<file path="src/rtl/pipe_hazard_ctrl_if.sv">
// Hazard-controller bundle: hazard/memory inputs from the pipeline and the
// stall/flush controls plus counters going back to it.
interface pipe_hazard_ctrl_if #(
  parameter int unsigned CNT_W = 32
) ();
  logic [4:0]       ID_rs;
  logic [4:0]       ID_rt;
  logic             ID_uses_rt;
  logic             EX_MemRead;
  logic [4:0]       EX_rt;
  logic             EX_redirect;
  logic             mem_req;
  logic             mem_ready;
  logic             PCWrite;
  logic             IFIDWrite;
  logic             IFIDFlush;
  logic             IDEXFlush;
  logic             mem_stall;
  logic             timeout_err;
  logic [CNT_W-1:0] stall_count;
  logic [CNT_W-1:0] flush_count;

  modport master (
    output ID_rs, ID_rt, ID_uses_rt, EX_MemRead, EX_rt, EX_redirect, mem_req, mem_ready,
    input  PCWrite, IFIDWrite, IFIDFlush, IDEXFlush, mem_stall, timeout_err,
    input  stall_count, flush_count
  );

  modport slave (
    input  ID_rs, ID_rt, ID_uses_rt, EX_MemRead, EX_rt, EX_redirect, mem_req, mem_ready,
    output PCWrite, IFIDWrite, IFIDFlush, IDEXFlush, mem_stall, timeout_err,
    output stall_count, flush_count
  );
endinterface

</file>
<file path="src/rtl/pipe_hazard_ctrl.sv">
// Pipeline hazard/stall controller: load-use stalls, EX redirects and
// data-memory wait states, with saturating stall/flush counters and a timeout flag.
module pipe_hazard_ctrl #(
  parameter int unsigned MEM_TIMEOUT = 16,
  parameter int unsigned CNT_W       = 32
) (
  input logic               clk,
  input logic               rst,
  pipe_hazard_ctrl_if.slave bus_io
);

  typedef enum logic [1:0] {StRun, StMemWait, StErr} state_e;

  localparam logic [7:0]       WaitLast = 8'(MEM_TIMEOUT - 1);
  localparam logic [CNT_W-1:0] CntOne   = {{(CNT_W-1){1'b0}}, 1'b1};

  state_e           state_q, state_d;
  logic [7:0]       wait_cnt_q, wait_cnt_d;
  logic             flush_pend_q, flush_pend_d;
  logic             timeout_err_q, timeout_err_d;
  logic [CNT_W-1:0] stall_cnt_q, stall_cnt_d;
  logic [CNT_W-1:0] flush_cnt_q, flush_cnt_d;

  logic load_use, flush_req, freeze;
  logic pc_write, ifid_write, ifid_flush, idex_flush, mem_stall;

  always_comb begin
    load_use  = bus_io.EX_MemRead && (bus_io.EX_rt != 5'd0) &&
                ((bus_io.EX_rt == bus_io.ID_rs) ||
                 (bus_io.ID_uses_rt && (bus_io.EX_rt == bus_io.ID_rt)));
    flush_req = bus_io.EX_redirect | flush_pend_q;
    freeze    = (state_q != StRun) | (bus_io.mem_req & ~bus_io.mem_ready);
  end

  // Mealy outputs; a pending redirect never flushes a load-use stall's wrong-path instruction late.
  always_comb begin
    pc_write   = 1'b1;
    ifid_write = 1'b1;
    ifid_flush = 1'b0;
    idex_flush = 1'b0;
    mem_stall  = 1'b0;
    if (!rst) begin
      pc_write   = 1'b0;
      ifid_write = 1'b0;
      idex_flush = 1'b1;
    end else if (freeze) begin
      pc_write   = 1'b0;
      ifid_write = 1'b0;
      mem_stall  = 1'b1;
    end else if (flush_req) begin
      ifid_flush = 1'b1;
      idex_flush = 1'b1;
    end else if (load_use) begin
      pc_write   = 1'b0;
      ifid_write = 1'b0;
      idex_flush = 1'b1;
    end
  end

  always_comb begin
    state_d       = state_q;
    wait_cnt_d    = wait_cnt_q;
    timeout_err_d = timeout_err_q;
    case (state_q)
      StRun: begin
        if (bus_io.mem_req && !bus_io.mem_ready) begin
          state_d    = StMemWait;
          wait_cnt_d = 8'd1;
        end
      end
      StMemWait: begin
        // mem_req is deliberately ignored here; only ready ends the wait.
        if (bus_io.mem_ready) begin
          state_d    = StRun;
          wait_cnt_d = 8'd0;
        end else if (wait_cnt_q == WaitLast) begin
          state_d       = StErr;
          timeout_err_d = 1'b1;
        end else begin
          wait_cnt_d = wait_cnt_q + 8'd1;
        end
      end
      StErr:   timeout_err_d = 1'b1;
      default: state_d = StRun;
    endcase
  end

  always_comb begin
    flush_pend_d = flush_pend_q;
    if (bus_io.EX_redirect && freeze) begin
      flush_pend_d = 1'b1;
    end else if (flush_req && !freeze) begin
      flush_pend_d = 1'b0;
    end
    stall_cnt_d = stall_cnt_q;
    if (!ifid_write && (stall_cnt_q != {CNT_W{1'b1}})) begin
      stall_cnt_d = stall_cnt_q + CntOne;
    end
    flush_cnt_d = flush_cnt_q;
    if (ifid_flush && (flush_cnt_q != {CNT_W{1'b1}})) begin
      flush_cnt_d = flush_cnt_q + CntOne;
    end
  end

  always_ff @(posedge clk) begin
    if (!rst) begin
      state_q       <= StRun;
      wait_cnt_q    <= 8'd0;
      flush_pend_q  <= 1'b0;
      timeout_err_q <= 1'b0;
      stall_cnt_q   <= '0;
      flush_cnt_q   <= '0;
    end else begin
      state_q       <= state_d;
      wait_cnt_q    <= wait_cnt_d;
      flush_pend_q  <= flush_pend_d;
      timeout_err_q <= timeout_err_d;
      stall_cnt_q   <= stall_cnt_d;
      flush_cnt_q   <= flush_cnt_d;
    end
  end

  assign bus_io.PCWrite     = pc_write;
  assign bus_io.IFIDWrite   = ifid_write;
  assign bus_io.IFIDFlush   = ifid_flush;
  assign bus_io.IDEXFlush   = idex_flush;
  assign bus_io.mem_stall   = mem_stall;
  assign bus_io.timeout_err = timeout_err_q;
  assign bus_io.stall_count = stall_cnt_q;
  assign bus_io.flush_count = flush_cnt_q;

endmodule

</file>
<file path="src/flat_wrapper.sv">
// flat-port wrapper written by rule: the top's interface ports become plain ports
module pipe_hazard_ctrl_flat 
#(
  parameter int unsigned MEM_TIMEOUT = 16,
  parameter int unsigned CNT_W       = 32
)
  (clk, rst, bus_io_ID_rs, bus_io_ID_rt, bus_io_ID_uses_rt, bus_io_EX_MemRead, bus_io_EX_rt, bus_io_EX_redirect, bus_io_mem_req, bus_io_mem_ready, bus_io_PCWrite, bus_io_IFIDWrite, bus_io_IFIDFlush, bus_io_IDEXFlush, bus_io_mem_stall, bus_io_timeout_err, bus_io_stall_count, bus_io_flush_count);
  pipe_hazard_ctrl_if #(.CNT_W(CNT_W)) bus_io_i ();
  input logic clk;
  input logic rst;
  input wire logic [$bits(bus_io_i.ID_rs)-1:0] bus_io_ID_rs;
  input wire logic [$bits(bus_io_i.ID_rt)-1:0] bus_io_ID_rt;
  input wire logic [$bits(bus_io_i.ID_uses_rt)-1:0] bus_io_ID_uses_rt;
  input wire logic [$bits(bus_io_i.EX_MemRead)-1:0] bus_io_EX_MemRead;
  input wire logic [$bits(bus_io_i.EX_rt)-1:0] bus_io_EX_rt;
  input wire logic [$bits(bus_io_i.EX_redirect)-1:0] bus_io_EX_redirect;
  input wire logic [$bits(bus_io_i.mem_req)-1:0] bus_io_mem_req;
  input wire logic [$bits(bus_io_i.mem_ready)-1:0] bus_io_mem_ready;
  output wire logic [$bits(bus_io_i.PCWrite)-1:0] bus_io_PCWrite;
  output wire logic [$bits(bus_io_i.IFIDWrite)-1:0] bus_io_IFIDWrite;
  output wire logic [$bits(bus_io_i.IFIDFlush)-1:0] bus_io_IFIDFlush;
  output wire logic [$bits(bus_io_i.IDEXFlush)-1:0] bus_io_IDEXFlush;
  output wire logic [$bits(bus_io_i.mem_stall)-1:0] bus_io_mem_stall;
  output wire logic [$bits(bus_io_i.timeout_err)-1:0] bus_io_timeout_err;
  output wire logic [$bits(bus_io_i.stall_count)-1:0] bus_io_stall_count;
  output wire logic [$bits(bus_io_i.flush_count)-1:0] bus_io_flush_count;
  assign bus_io_i.ID_rs = bus_io_ID_rs;
  assign bus_io_i.ID_rt = bus_io_ID_rt;
  assign bus_io_i.ID_uses_rt = bus_io_ID_uses_rt;
  assign bus_io_i.EX_MemRead = bus_io_EX_MemRead;
  assign bus_io_i.EX_rt = bus_io_EX_rt;
  assign bus_io_i.EX_redirect = bus_io_EX_redirect;
  assign bus_io_i.mem_req = bus_io_mem_req;
  assign bus_io_i.mem_ready = bus_io_mem_ready;
  assign bus_io_PCWrite = bus_io_i.PCWrite;
  assign bus_io_IFIDWrite = bus_io_i.IFIDWrite;
  assign bus_io_IFIDFlush = bus_io_i.IFIDFlush;
  assign bus_io_IDEXFlush = bus_io_i.IDEXFlush;
  assign bus_io_mem_stall = bus_io_i.mem_stall;
  assign bus_io_timeout_err = bus_io_i.timeout_err;
  assign bus_io_stall_count = bus_io_i.stall_count;
  assign bus_io_flush_count = bus_io_i.flush_count;
  pipe_hazard_ctrl #(.MEM_TIMEOUT(MEM_TIMEOUT), .CNT_W(CNT_W)) u_core (.clk(clk), .rst(rst), .bus_io(bus_io_i));
endmodule
</file>
<file path="config.mk">
export PLATFORM = sky130hd
export DESIGN_NAME = pipe_hazard_ctrl_flat
export DESIGN_NICKNAME = d
export VERILOG_FILES = /design/src/rtl/pipe_hazard_ctrl_if.sv /design/src/rtl/pipe_hazard_ctrl.sv /design/src/flat_wrapper.sv
export SDC_FILE = /design/constraint.sdc
export NUM_CORES = 1
export LEC_CHECK = 0
export ABC_AREA = 1
export BUFFER_PORTS_ARGS = -buffer_cell sky130_fd_sc_hd__buf_4
export CORE_MARGIN = 4
export CORE_UTILIZATION = 58
export CTS_BUF_LIST = sky130_fd_sc_hd__clkbuf_8
export CTS_CLUSTER_SIZE = 20
export DETAILED_ROUTE_END_ITERATION = 8
export PLACE_DENSITY = 0.88
export REMOVE_ABC_BUFFERS = 1
export SLEW_MARGIN = 20
export SYNTH_ARGS = -nofsm -noshare
export SYNTH_HDL_FRONTEND = slang
export SYNTH_SLANG_ARGS = --single-unit
</file>
<file path="constraint.sdc">
create_clock -name clk -period 2.4 [get_ports clk]
set_clock_uncertainty 0.05 [all_clocks]
set_input_delay 0.48 -clock clk [delete_from_list [all_inputs] [get_ports clk]]
set_output_delay 0.48 -clock clk [all_outputs]
set_load 0.005 [all_outputs]
</file>
==> key figures <==
Final layout
  • Area Growth Syn to Fin: 19.3%
  • Layout cells sized above 1: 15.2%
  • Final cell count without fillers: 972
  • Final Core Density: 71.5%
  • N_diodes: 0
  • Final #Nets: 890

Drt
  • Via count: 5,169
  • DRC: 0
  • WL final: 12.2 mm
  • WL per Instance: 12.5 um
  • DR pass1 iterations: 5
  • DRT iter0 DRCs: 245
  • Vias/cell: 5.32
  • Antenna Nets Post-Route: 0

GRT
  • First-pass GRT wire length: 21.0 mm
  • Pin count of the biggest net entering global routing: 52
  • Met2 Use GR: 44.5%
  • GRT busiest layer: met2
  • M1 GR Usage: 31.6%
  • Vias in the first global route: 4,785
  • GRT Util Overall: 25.7%
  • Met3 Use GR: 4.16%
  • Grt total ovfl: 0
  • Antenna violations before repair: 0

Clock tree
  • Reg clk slew, reported paths: 70 ps
  • Maximum clock insertion buffer count: 2
  • Hold buffers post-CTS: 0
  • Post-CTS setup buffers: 0
  • Clock Sinks: 76
  • Clock root buffer: clkbuf_8
  • Post-cts resize count: 0
  • CTS HTree Levels: 3
  • Worst skew pair latency: 350 ps
  • TritonCTS clock tree: done
  • CTS Buf Count: 9

Worst setup path
  • R2r startpoint: u_core.wait_cnt_q[0]$_SDFFE_PN0P_
  • Setup crit start kind: flip-flop
  • Worst setup EP type: flip-flop
  • Worst R2R Setup Slack: 390 ps
  • Worst r2r path cells: 11
  • Setup CP Type: reg2reg
  • CP Max Fanout: 9
  • Critical Path AT: 2240 ps
  • Crit path required time: 2630 ps
  • Worst r2r dst: u_core.wait_cnt_q[4]$_SDFFE_PN0P_

STA
  • Worst slew pin tran: 530 ps
  • Fmax achieved: 497 MHz
  • Tmin final: 2010 ps
  • Fin. max-slew vios: 0
  • RSZ-0062 raised after global routing: false
  • Final period util: 83.8%
  • Hold Slack: 412 ps
  • Final setup violation count: 0
  • Slew margin rel.: 64.7%
  • Fin. Hold Viols: 0
  • PnR worst setup slack: 390 ps
  • Setup TNS: 0 ps

Floorplanning
  • Initial Util: 60.0%
  • Core Region: 0.00777 mm^2
  • Die Height: 97.6 um
  • I/O pin cnt: 92
  • Die area: 0.00953 mm^2
  • Die width: 97.6 um
  • Row count: 32

Min path
  • Hold_sp: rst
  • Worst Hold End: u_core.wait_cnt_q[0]$_SDFFE_PN0P_
  • Hold depth: 3
  • Class of the worst hold path: in2reg

Logic synthesis
  • Syn Area/Cell: 5.97 um^2
  • Post-Synthesis Cells: 780
  • Cell Area, Synth: 0.00466 mm^2
  • Yosys warns: 0
  • Seq cells post-synth: 76
  • Register area share after synthesis: 32.7%
  • Distinct cells, synth: 29

Pwr
  • Pwr dens: 428 mW/mm^2
  • LEAKAGE: 2.42 nW
  • Max VDD drop: 0.325 mV

Place
  • Placed Instances: 956
  • DP HPWL: 9.13 mm
  • Final weighted congestion in routability-driven placement: 1.00
  • PortBufs: 91
  • Worst slack at placement: 434 ps

Run
  • Max Cap Viol: 0

Run status
  • Outcome: finished clean
## critical path, cell delays in order, from the launching register on
cell and delay, ps:
dfxtp_1 380, ha_1 190, nand2_1 70, nor2_1 130
nand3_1 120, nor2_1 200, nor2_1 60, nand2_1 230
o21ai_1 170, inv_1 150, nand2_1 70, a21oi_1 110
## sequential cells by signal (all words and copies together) (netlist names)
| register | cells |
|---|---|
| u_core.bus_io.timeout_err | 1 |
| u_core.bus_io.flush_count | 32 |
| u_core.bus_io.stall_count | 32 |
| u_core.flush_pend_q | 1 |
| u_core.state_q | 2 |
| u_core.wait_cnt_q | 8 |
## cell usage in the layout, fill, tap and decap left out
master,count
nand2_1,219
nor2_1,136
buf_4,97
inv_1,94
dfxtp_1,76
nand3_1,75
a21oi_1,56
nor3_1,27
o21ai_0,19
nand4_1,10
clkbuf_8,10
xor2_1,7
nor2_2,5
nor3b_1,5
inv_2,4
xnor2_1,3
nor3_2,3
nor2_4,3
nand3_2,3
nand3b_1,3
o21ai_1,3
ha_1,3
nand2_2,2
clkinv_2,2
clkinvlp_4,2
a31oi_1,1
nor3_4,1
nor4_1,1
## power breakdown
part           switching [W]  total (W)  internal [W]  leakage, nW
clock               0.000482   0.000875      0.000393       0.0907
sequential         0.0000109    0.00128       0.00127        0.613
combinational       0.000139   0.000223     0.0000842         1.72
total               0.000631    0.00238       0.00175         2.42
## worst max-delay path by stage
stage	startpoint	slack, ps	endpoint	depth (start not counted)
2_1_floorplan	bus_io_EX_rt[0]	-260	bus_io_IFIDWrite	9
3_3_place_gp	bus_io_EX_rt[0]	460	bus_io_PCWrite	9
3_5_place_dp	bus_io_EX_rt[0]	430	bus_io_PCWrite	10
4_1_cts	u_core.wait_cnt_q[0]$_SDFFE_PN0P_	410	u_core.wait_cnt_q[4]$_SDFFE_PN0P_	11
5_1_grt	u_core.bus_io.stall_count[0]$_SDFFE_PN0P_	160	u_core.bus_io.stall_count[29]$_SDFFE_PN0P_	10
6_report	u_core.wait_cnt_q[0]$_SDFFE_PN0P_	390	u_core.wait_cnt_q[4]$_SDFFE_PN0P_	11
## per-stage QoR
stage | total power (W) | area (um^2)
2_1_floorplan | 0.00142 | 4530
3_3_place_gp | 0.00152 | 5390
3_5_place_dp | 0.00153 | 5390
4_1_cts | 0.00240 | 5560
5_1_grt | 0.00249 | 5560
6_report | 0.00238 | 5560
## cell usage after synthesis
cell type	count	area (um^2)
nand3b_1	3	22.5
buf_4	5	37.5
nor3_2	3	30.0
nand2_2	1	6.26
ha_1	3	37.5
nor2_2	5	31.3
nor3_1	27	135
nand3_2	3	30.0
a31oi_1	1	6.26
inv_1	92	345
nor3b_1	5	37.5
a21oi_1	56	280
dfxtp_1	76	1520
nand2_1	220	826
xor2_1	7	61.3
xnor2_1	3	26.3
clkbuf_1	1	3.75
buf_1	6	22.5
o21ai_0	19	95.1
nor2_4	3	33.8
buf_2	9	45.0
inv_2	4	15.0
o21ai_1	3	15.0
nand4_1	10	62.6
nor4_1	1	6.26
nand3_1	75	375
nor3_4	1	16.3
nor2_1	136	510
buf_6	2	22.5
## cell families (layout without fill, tap and decap cells)
logic type	after synthesis	count (layout)	synth area share (%)
buffers and inverters	119	209	10.6
DFF	76	76	32.7
AOI/OAI and AO/OA	79	79	8.51
xor gates and xnor gates	10	10	1.88
adders and majority gates	3	3	0.806
and+or+nand+nor	493	493	45.6
## routing by layer
layer | up-vias | part of all wire (%)
met4 | 0 | 2.4
met5 | - | 0
met1 | 2322 | 42
met3 | 28 | 6.3
li1 | 2640 | -
met2 | 179 | 49
## final cells by class
type,instances,area (um^2)
Multi-Input combinational cell,585,2650
Timing Repair Buffer,97,728
Clock buffer,10,138
Clock inverter,6,32.5
Tap cell,102,128
Sequential cell,76,1520
Fill cell,658,2210
Inverter,96,360
Note: power is estimated with default switching activity, not from simulation.
